### config.mk
export PLATFORM = sky130hd
export DESIGN_NAME = pipeline_sequencer
export DESIGN_NICKNAME = d
export VERILOG_FILES = /design/src/rtl/pipeline_sequencer.sv
export SDC_FILE = /design/constraint.sdc
export NUM_CORES = 1
export LEC_CHECK = 0
export ABC_AREA = 1
export CELL_PAD_IN_SITES_DETAIL_PLACEMENT = 1
export CELL_PAD_IN_SITES_GLOBAL_PLACEMENT = 1
export CORE_UTILIZATION = 39
export CTS_BUF_LIST = sky130_fd_sc_hd__clkbuf_8 sky130_fd_sc_hd__clkbuf_16
export DETAILED_ROUTE_END_ITERATION = 10
export GPL_TIMING_DRIVEN = 0
export PLACE_DENSITY = 0.92
export RECOVER_POWER = 50
export SYNTH_ARGS = -nofsm -noshare
export SYNTH_HDL_FRONTEND = slang
export SYNTH_SLANG_ARGS = --single-unit
### constraint.sdc
create_clock -name i_clock -period 3.4 [get_ports i_clock]
set_input_delay 0.68 -clock i_clock [delete_from_list [all_inputs] [get_ports i_clock]]
set_output_delay 0.68 -clock i_clock [all_outputs]
set_load 0.02 [all_outputs]
### src/rtl/pipeline_sequencer.sv
// Pipeline stage sequencer for the debug unit: continuous/step advance,
// load-use bubble insertion and post-HALT drain before reporting DONE.
module pipeline_sequencer #(
  parameter int PIPELINE_DEPTH     = 5,
  parameter int CANT_BITS_CONTADOR = 32,
  parameter int CANT_BITS_DRAIN    = 3
) (
  input  logic                          i_clock,
  input  logic                          i_soft_reset,
  input  logic                          i_start,
  input  logic                          i_mode_step,
  input  logic                          i_step,
  input  logic                          i_halt_detected,
  input  logic                          i_load_use_hazard,
  input  logic                          i_debug_ack,
  output logic                          o_enable_pipeline,
  output logic                          o_enable_etapa,
  output logic                          o_enable_pc,
  output logic                          o_bubble,
  output logic                          o_done,
  output logic [CANT_BITS_CONTADOR-1:0] o_cycle_count,
  output logic [2:0]                    o_state
);

  typedef enum logic [2:0] {
    IDLE      = 3'd0,
    RUN       = 3'd1,
    STEP_WAIT = 3'd2,
    STEP_EXEC = 3'd3,
    DRAIN     = 3'd4,
    DONE      = 3'd5
  } state_t;

  localparam logic [CANT_BITS_DRAIN-1:0]    DRAIN_LOAD = CANT_BITS_DRAIN'(PIPELINE_DEPTH - 1);
  localparam logic [CANT_BITS_DRAIN-1:0]    DRAIN_ONE  = CANT_BITS_DRAIN'(1);
  localparam logic [CANT_BITS_CONTADOR-1:0] CNT_ONE    = CANT_BITS_CONTADOR'(1);

  state_t                      state;
  logic [CANT_BITS_DRAIN-1:0]  drain_cnt;
  logic                        draining;
  logic                        drain_active;
  logic                        adv;
  logic                        halt_acc;
  logic                        drain_last;

  assign adv          = (state == RUN) || (state == STEP_EXEC) || (state == DRAIN);
  assign drain_active = draining || (state == DRAIN);
  assign drain_last   = drain_active && (drain_cnt == DRAIN_ONE);

  // Hazard gating is purely combinational so the PC freezes in the same cycle.
  assign o_enable_pipeline = adv;
  assign o_enable_etapa    = adv;
  assign o_enable_pc       = adv && !i_load_use_hazard && !drain_active;
  assign o_bubble          = adv && i_load_use_hazard;
  assign o_done            = (state == DONE);
  assign o_state           = state;

  // A HALT held in IF by a hazard only counts once it actually leaves IF.
  assign halt_acc = i_halt_detected && o_enable_pc;

  always_ff @(posedge i_clock) begin
    if (!i_soft_reset) begin
      state         <= IDLE;
      drain_cnt     <= '0;
      draining      <= 1'b0;
      o_cycle_count <= '0;
    end else begin
      if (adv && (o_cycle_count != '1))
        o_cycle_count <= o_cycle_count + CNT_ONE;

      if (halt_acc) begin
        drain_cnt <= DRAIN_LOAD;
        draining  <= 1'b1;
      end else if (adv && drain_active && (drain_cnt != '0)) begin
        drain_cnt <= drain_cnt - DRAIN_ONE;
      end

      case (state)
        IDLE: if (i_start) begin
          o_cycle_count <= '0;
          state         <= i_mode_step ? STEP_WAIT : RUN;
        end
        RUN:       if (halt_acc) state <= DRAIN;
        DRAIN:     if (drain_last) state <= DONE;
        STEP_WAIT: if (i_step) state <= STEP_EXEC;
        STEP_EXEC: state <= drain_last ? DONE : STEP_WAIT;
        DONE: if (i_debug_ack) begin
          state    <= IDLE;
          draining <= 1'b0;
        end
        default:   state <= IDLE;
      endcase
    end
  end

endmodule

==> results of run 1 <==
==> per-layer routing <==
metal,wire length (um),global-route usage
met5,0,0
met4,165,0.0799
met3,274,0.0326
met2,4330,0.476
met1,3650,0.303
==> area by class of cell <==
type                    instances  share of cell area
plain buffers                   8              0.0225
clock buffers                   7              0.0294
clock inverters                 1             0.00115
inverters                      42              0.0481
multi-input cells             332               0.487
flip-flops and latches         39               0.238
well taps                      77              0.0294
repair buffers                 47               0.144
==> sequential cells by signal (all words and copies together), names as in the netlist <==
register       cells
drain_cnt          3
draining           1
o_cycle_count     32
o_state            3
==> per-stage QoR <==
stage	utilization	instance area, sq um	hold slack (ps)	worst slack (ps)	power [mW]
after floorplan	-	2620	459	1440	0.963
after global placement	0.497	3190	478	723	1.18
after detailed placement	0.497	3190	490	733	1.21
after CTS	0.512	3290	504	431	1.57
after global routing	0.510	3270	534	175	1.63
final	0.510	3270	498	301	1.55
==> final timing paths <==
check                                  to                        start  cells after the start  slack (ps)
max                     o_enable_pipeline      o_state[0]$_SDFFE_PN0P_                      6         300
min             drain_cnt[0]$_SDFFE_PP0P_    drain_cnt[0]$_SDFFE_PP0P_                      2         500
max reg2reg  o_cycle_count[30]$_SDFF_PN0_  o_cycle_count[0]$_SDFF_PN0_                     11        1050
min reg2reg     drain_cnt[0]$_SDFFE_PP0P_    drain_cnt[0]$_SDFFE_PP0P_                      2         500
==> kinds of logic (layout without fill, tap and decap cells) <==
group	Yosys count	in the layout	synth area share
DFF	39	39	0.298
adders and majority gates	4	4	0.0191
xor gates and xnor gates	4	4	0.0134
and+or+nand+nor	283	283	0.479
buffers and inverters	50	105	0.0883
AOI/OAI and AO/OA	41	41	0.103
==> worst reg2reg max path: cells and delay by family (launching register included) <==
| family | cells | cell delay [ps] |
|---|---|---|
| and+or+nand+nor | 6 | 1000 |
| adders and majority gates | 1 | 260 |
| DFF | 1 | 470 |
| AOI/OAI and AO/OA | 1 | 150 |
| buffers and inverters | 3 | 420 |
==> placed cells by master, fill, tap and decap left out, types with 6 or more instances in the layout <==
master / count
o21ai_0: 8
dlygate4sd3_1: 30
a21oi_2: 11
nand3_1: 14
clkbuf_8: 7
nor2_1: 85
a21oi_1: 7
nand4_1: 8
nand2_2: 15
nand2_1: 137
o21ai_1: 6
dfxtp_1: 39
nand3b_1: 9
clkdlybuf4s50_1: 17
inv_1: 41
==> power breakdown <==
group | leakage, nW | internal [mW] | switching, mW
sequential | 0.315 | 0.483 | 0.0383
combinational | 0.971 | 0.230 | 0.437
clock | 0.0557 | 0.183 | 0.179
total | 1.34 | 0.896 | 0.654
==> impl_metrics.ini, run 1 <==
[logic_synthesis]
ys_seq_area_frac = 0.298
ys_warn_count = 0
synth_top_area_share = 0.298
netlist_area_sq_um = 2620
syn_area_per_cell_sq_um = 6.23
ys_ff_latch = 39
netlist_top_cells_count = 137 x nand2_1, 83 x nor2_1, 39 x dfxtp_1, 39 x inv_1, 15 x nand2_2
async_flop_share = 0
synthTopCellsByArea = dfxtp_1 30%, nand2_1 20%, nor2_1 12%
syn-num-nets = 433
synth_edf_count = 0
synth_cells = 421
synth.most_common_cell = nand2_1
synth_ff_type = dfxtp_1
yosysTopAreaCell = dfxtp_1
synthDistinctLibCells = 37

[flow_run]
max_cap_violations = 0

[routing]
ant_nets = 0
totalWireLength_um = 8420
drtIter0Drc = 127
wl_per_cell_um = 15.2
dr_total_vias = 2914
vias_per_cell = 5.27
drc_errors = 7
drtPass1Iterations = 9

[setup_path]
path_max_fanout = 11
arrival_ps = 2420
cp-end-kind = output pin
crit_buf_inv = 3
path_cells = nor2_1 -> nand2_1 -> nand2_1 -> buf_2 -> buf_4 -> clkdlybuf4s50_1
path_delay_family = buffers and inverters
crit_top_cell = nand2_1
cp.required_ps = 2720
cp-start-kind = flip-flop
max_stage_delay_ps = 600
slowest_stage = clkdlybuf4s50_1
crit_type = flip-flop to output pin

[cts]
clockBufferDepth = 2
cts_hold_buf = 0
post_cts_resized = 0
post-cts-setup-buffer-count = 0
cts_htree_levels = 2
cts_buffers = 5
clkTransAtPathRegs_ps = 80
cts_tree = yes
cts_sinks = 39
clk_latency_ps = 300
clockRootBuffer = clkbuf_8

[finish]
nets = 487
drive_above_1_share = 0.107
antenna_cells = 0
area_delta_synth_final_pct = 24.9
num-fill-cells = 883
ff_latch_area_sq_um = 781
multi_input_area_sq_um = 1600
finalNonFillerCells = 553

[global_route]
grt_pass1_vias = 3026
grt_start_max_net_pins = 12
antenna_found_initial = 0
gr-total-overflow = 0
grt_use_total = 0.256
grt_first_pass_wirelength_um = 14400

[run_status]
status = complete, but fails checks
violations = DRC

[sta]
setup_viol = 0
slew_viol_final = 0
grt_setup_unrepaired = no
final_hold_viol_count = 0
period_needed_ps = 3100
max_freq_mhz = 323
fin_skew_ps = 11.7
setup_tns_ps = 0
slew_headroom = 0.697
fin_crit_sh = 0.911
worst_pin_slew_ps = 453

[floorplan]
rows = 29
die_w_um = 84
start_util = 0.408
core_area_sq_um = 6420
ios = 48
dieArea_sq_um = 7060
die_h_um = 84

[power]
power_density_nw_per_um2 = 473
p_leak_nw = 1.34
vdd_drop_max_v = 0.000367

[min_path]
hold_class = flip-flop to flip-flop

[placement]
dp_hpwl_um = 6620
place_congestion = 0.847
place_inst = 545
numPortBuffers = 47
No activity file was read; power rests on OpenSTA's default activity.
==> run 2, diff against run 1 <==
--- a/config.mk
+++ b/config.mk
@@ -6,6 +6,7 @@
 export NUM_CORES = 1
 export LEC_CHECK = 0
 export ABC_AREA = 1
+export CAP_MARGIN = 10
 export CELL_PAD_IN_SITES_DETAIL_PLACEMENT = 1
 export CELL_PAD_IN_SITES_GLOBAL_PLACEMENT = 1
 export CORE_UTILIZATION = 39
==> results of run 2 <==
Same layout as run 1: the final DEF is identical, and so are final timing and power.
==> run 3, diff against run 2 <==
--- a/config.mk
+++ b/config.mk
@@ -9,6 +9,7 @@
 export CAP_MARGIN = 10
 export CELL_PAD_IN_SITES_DETAIL_PLACEMENT = 1
 export CELL_PAD_IN_SITES_GLOBAL_PLACEMENT = 1
+export CORE_ASPECT_RATIO = 0.9
 export CORE_UTILIZATION = 39
 export CTS_BUF_LIST = sky130_fd_sc_hd__clkbuf_8 sky130_fd_sc_hd__clkbuf_16
 export DETAILED_ROUTE_END_ITERATION = 10
==> run 3 against run 2 <==
Against the previous run: the flow now finishes without violations; critical endpoint unchanged; utilization is 0.67 points higher; sequential power about the same; clock-buffer cell count is the same; combinational power hardly changed; cell count is 1.8% higher.
==> impl_metrics.ini, run 3 (synthesis results as in run 1) <==
[power]
power_density_nw_per_um2 = 474
p_leak_nw = 1.29
vdd_drop_max_v = 0.000240

[finish]
num-fill-cells = 892
nets = 487
layout_commonest_cell = nand2_1
largest_register = o_cycle_count
finalNonFillerCells = 563
area_delta_synth_final_pct = 24.4
largest_register_ffs = 32
drive_above_1_share = 0.105
antenna_cells = 0
final_cell_mix = 138 x nand2_1, 86 x nor2_1, 40 x inv_1

[sta]
setup_viol = 0
worst_pin_slew_ps = 479
fin_skew_ps = 8.95
setup_tns_ps = 0
max_freq_mhz = 320
slew_headroom = 0.680
grt_setup_unrepaired = no
final_hold_viol_count = 0
fin_crit_sh = 0.919
period_needed_ps = 3130
slew_viol_final = 0

[global_route]
grt-busiest-layer = met2
grt_first_pass_wirelength_um = 14600
met3_usage = 0.0372
grtUsageMet1 = 0.352
grt_pass1_vias = 3028
use_met2 = 0.467
antenna_found_initial = 0
gr-total-overflow = 0
grt_use_total = 0.270
grt_start_max_net_pins = 12

[routing]
totalWireLength_um = 8740
drc_errors = 0
drtPass1Iterations = 4
drtIter0Drc = 76
dr_total_vias = 2894
wl_per_cell_um = 15.5
ant_nets = 0
vias_per_cell = 5.14

[setup_path]
worstRegToRegCells = 11
max_stage_delay_ps = 580
path_cells = nor2_1 -> nand2_1 -> nand2_1 -> buf_2 -> buf_4 -> clkdlybuf4s50_1
cp-start-kind = flip-flop
cp.depth = 6
arrival_ps = 2450
crit_type = flip-flop to output pin
slowest_stage = clkdlybuf4s50_1
crit_top_cell = nand2_1
cp-end-kind = output pin
cp.required_ps = 2720
crit_buf_inv = 3
path_delay_family = buffers and inverters
path_max_fanout = 11

[cts]
clk_latency_ps = 300
post_cts_resized = 0
post-cts-setup-buffer-count = 0
cts_htree_levels = 2
cts_buffers = 5
cts_sinks = 39
cts_tree = yes
clockRootBuffer = clkbuf_8
clkTransAtPathRegs_ps = 80
clockBufferDepth = 2
cts_hold_buf = 0

[placement]
dp_hpwl_um = 6740
place_congestion = 0.890
numPortBuffers = 47
place_inst = 555

[floorplan]
ios = 48
dieArea_sq_um = 7060
start_util = 0.415
core_area_sq_um = 6320
die_h_um = 79.8
die_w_um = 88.4
rows = 27

[run_status]
status = finished clean

[flow_run]
max_cap_violations = 0

[min_path]
hold_path_depth = 2
hold_class = flip-flop to flip-flop
[run 3: tightest hold or removal path, stage by stage, from the launching register on]
cell and delay, ps:
dfxtp_1 330, nand2_1 60, a21oi_1 50
[run 3: worst paths after layout]
kind                            slack, ps                           end                   startpoint
worst max-delay path                  270             o_enable_pipeline      o_state[0]$_SDFFE_PN0P_
worst min-delay path                  490     drain_cnt[0]$_SDFFE_PP0P_    drain_cnt[0]$_SDFFE_PP0P_
worst max register to register        590  o_cycle_count[16]$_SDFF_PN0_  o_cycle_count[0]$_SDFF_PN0_
worst min register to register        490     drain_cnt[0]$_SDFFE_PP0P_    drain_cnt[0]$_SDFFE_PP0P_
[run 3: layout make-up]
class,instances,area [sq um],area share
multi-input cells,332,1570,0.482
flip-flops and latches,39,781,0.239
repair buffers,47,470,0.144
inverters,42,158,0.0483
well taps,87,109,0.0334
clock buffers,7,96.3,0.0295
plain buffers,8,73.8,0.0226
clock inverters,1,3.75,0.00115
[run 3: per-layer routing]
metal / share of wire / up-vias
met1: 0.46 / 1398
met3: 0.041 / 6
met5: 0 / -
met2: 0.49 / 59
met4: 0.0070 / 0
li1: - / 1431
[run 3: metrics by stage]
step | worst slack (ps) | hold WS [ps] | power [mW] | utilization | area [sq um]
5_1_grt | 132 | 526 | 1.63 | 0.517 | 3260
6_report | 275 | 490 | 1.55 | 0.517 | 3260
2_1_floorplan | 1440 | 459 | 0.963 | - | 2620
4_1_cts | 394 | 495 | 1.57 | 0.523 | 3300
3_3_place_gp | 750 | 473 | 1.19 | 0.507 | 3200
3_5_place_dp | 727 | 483 | 1.21 | 0.507 | 3200
[run 3: power by group]
group	leakage [nW]	internal (mW)	switching [mW]	total, mW
Clock	0.0557	0.183	0.174	0.357
Combinational	0.921	0.230	0.438	0.668
Sequential	0.315	0.483	0.0381	0.521
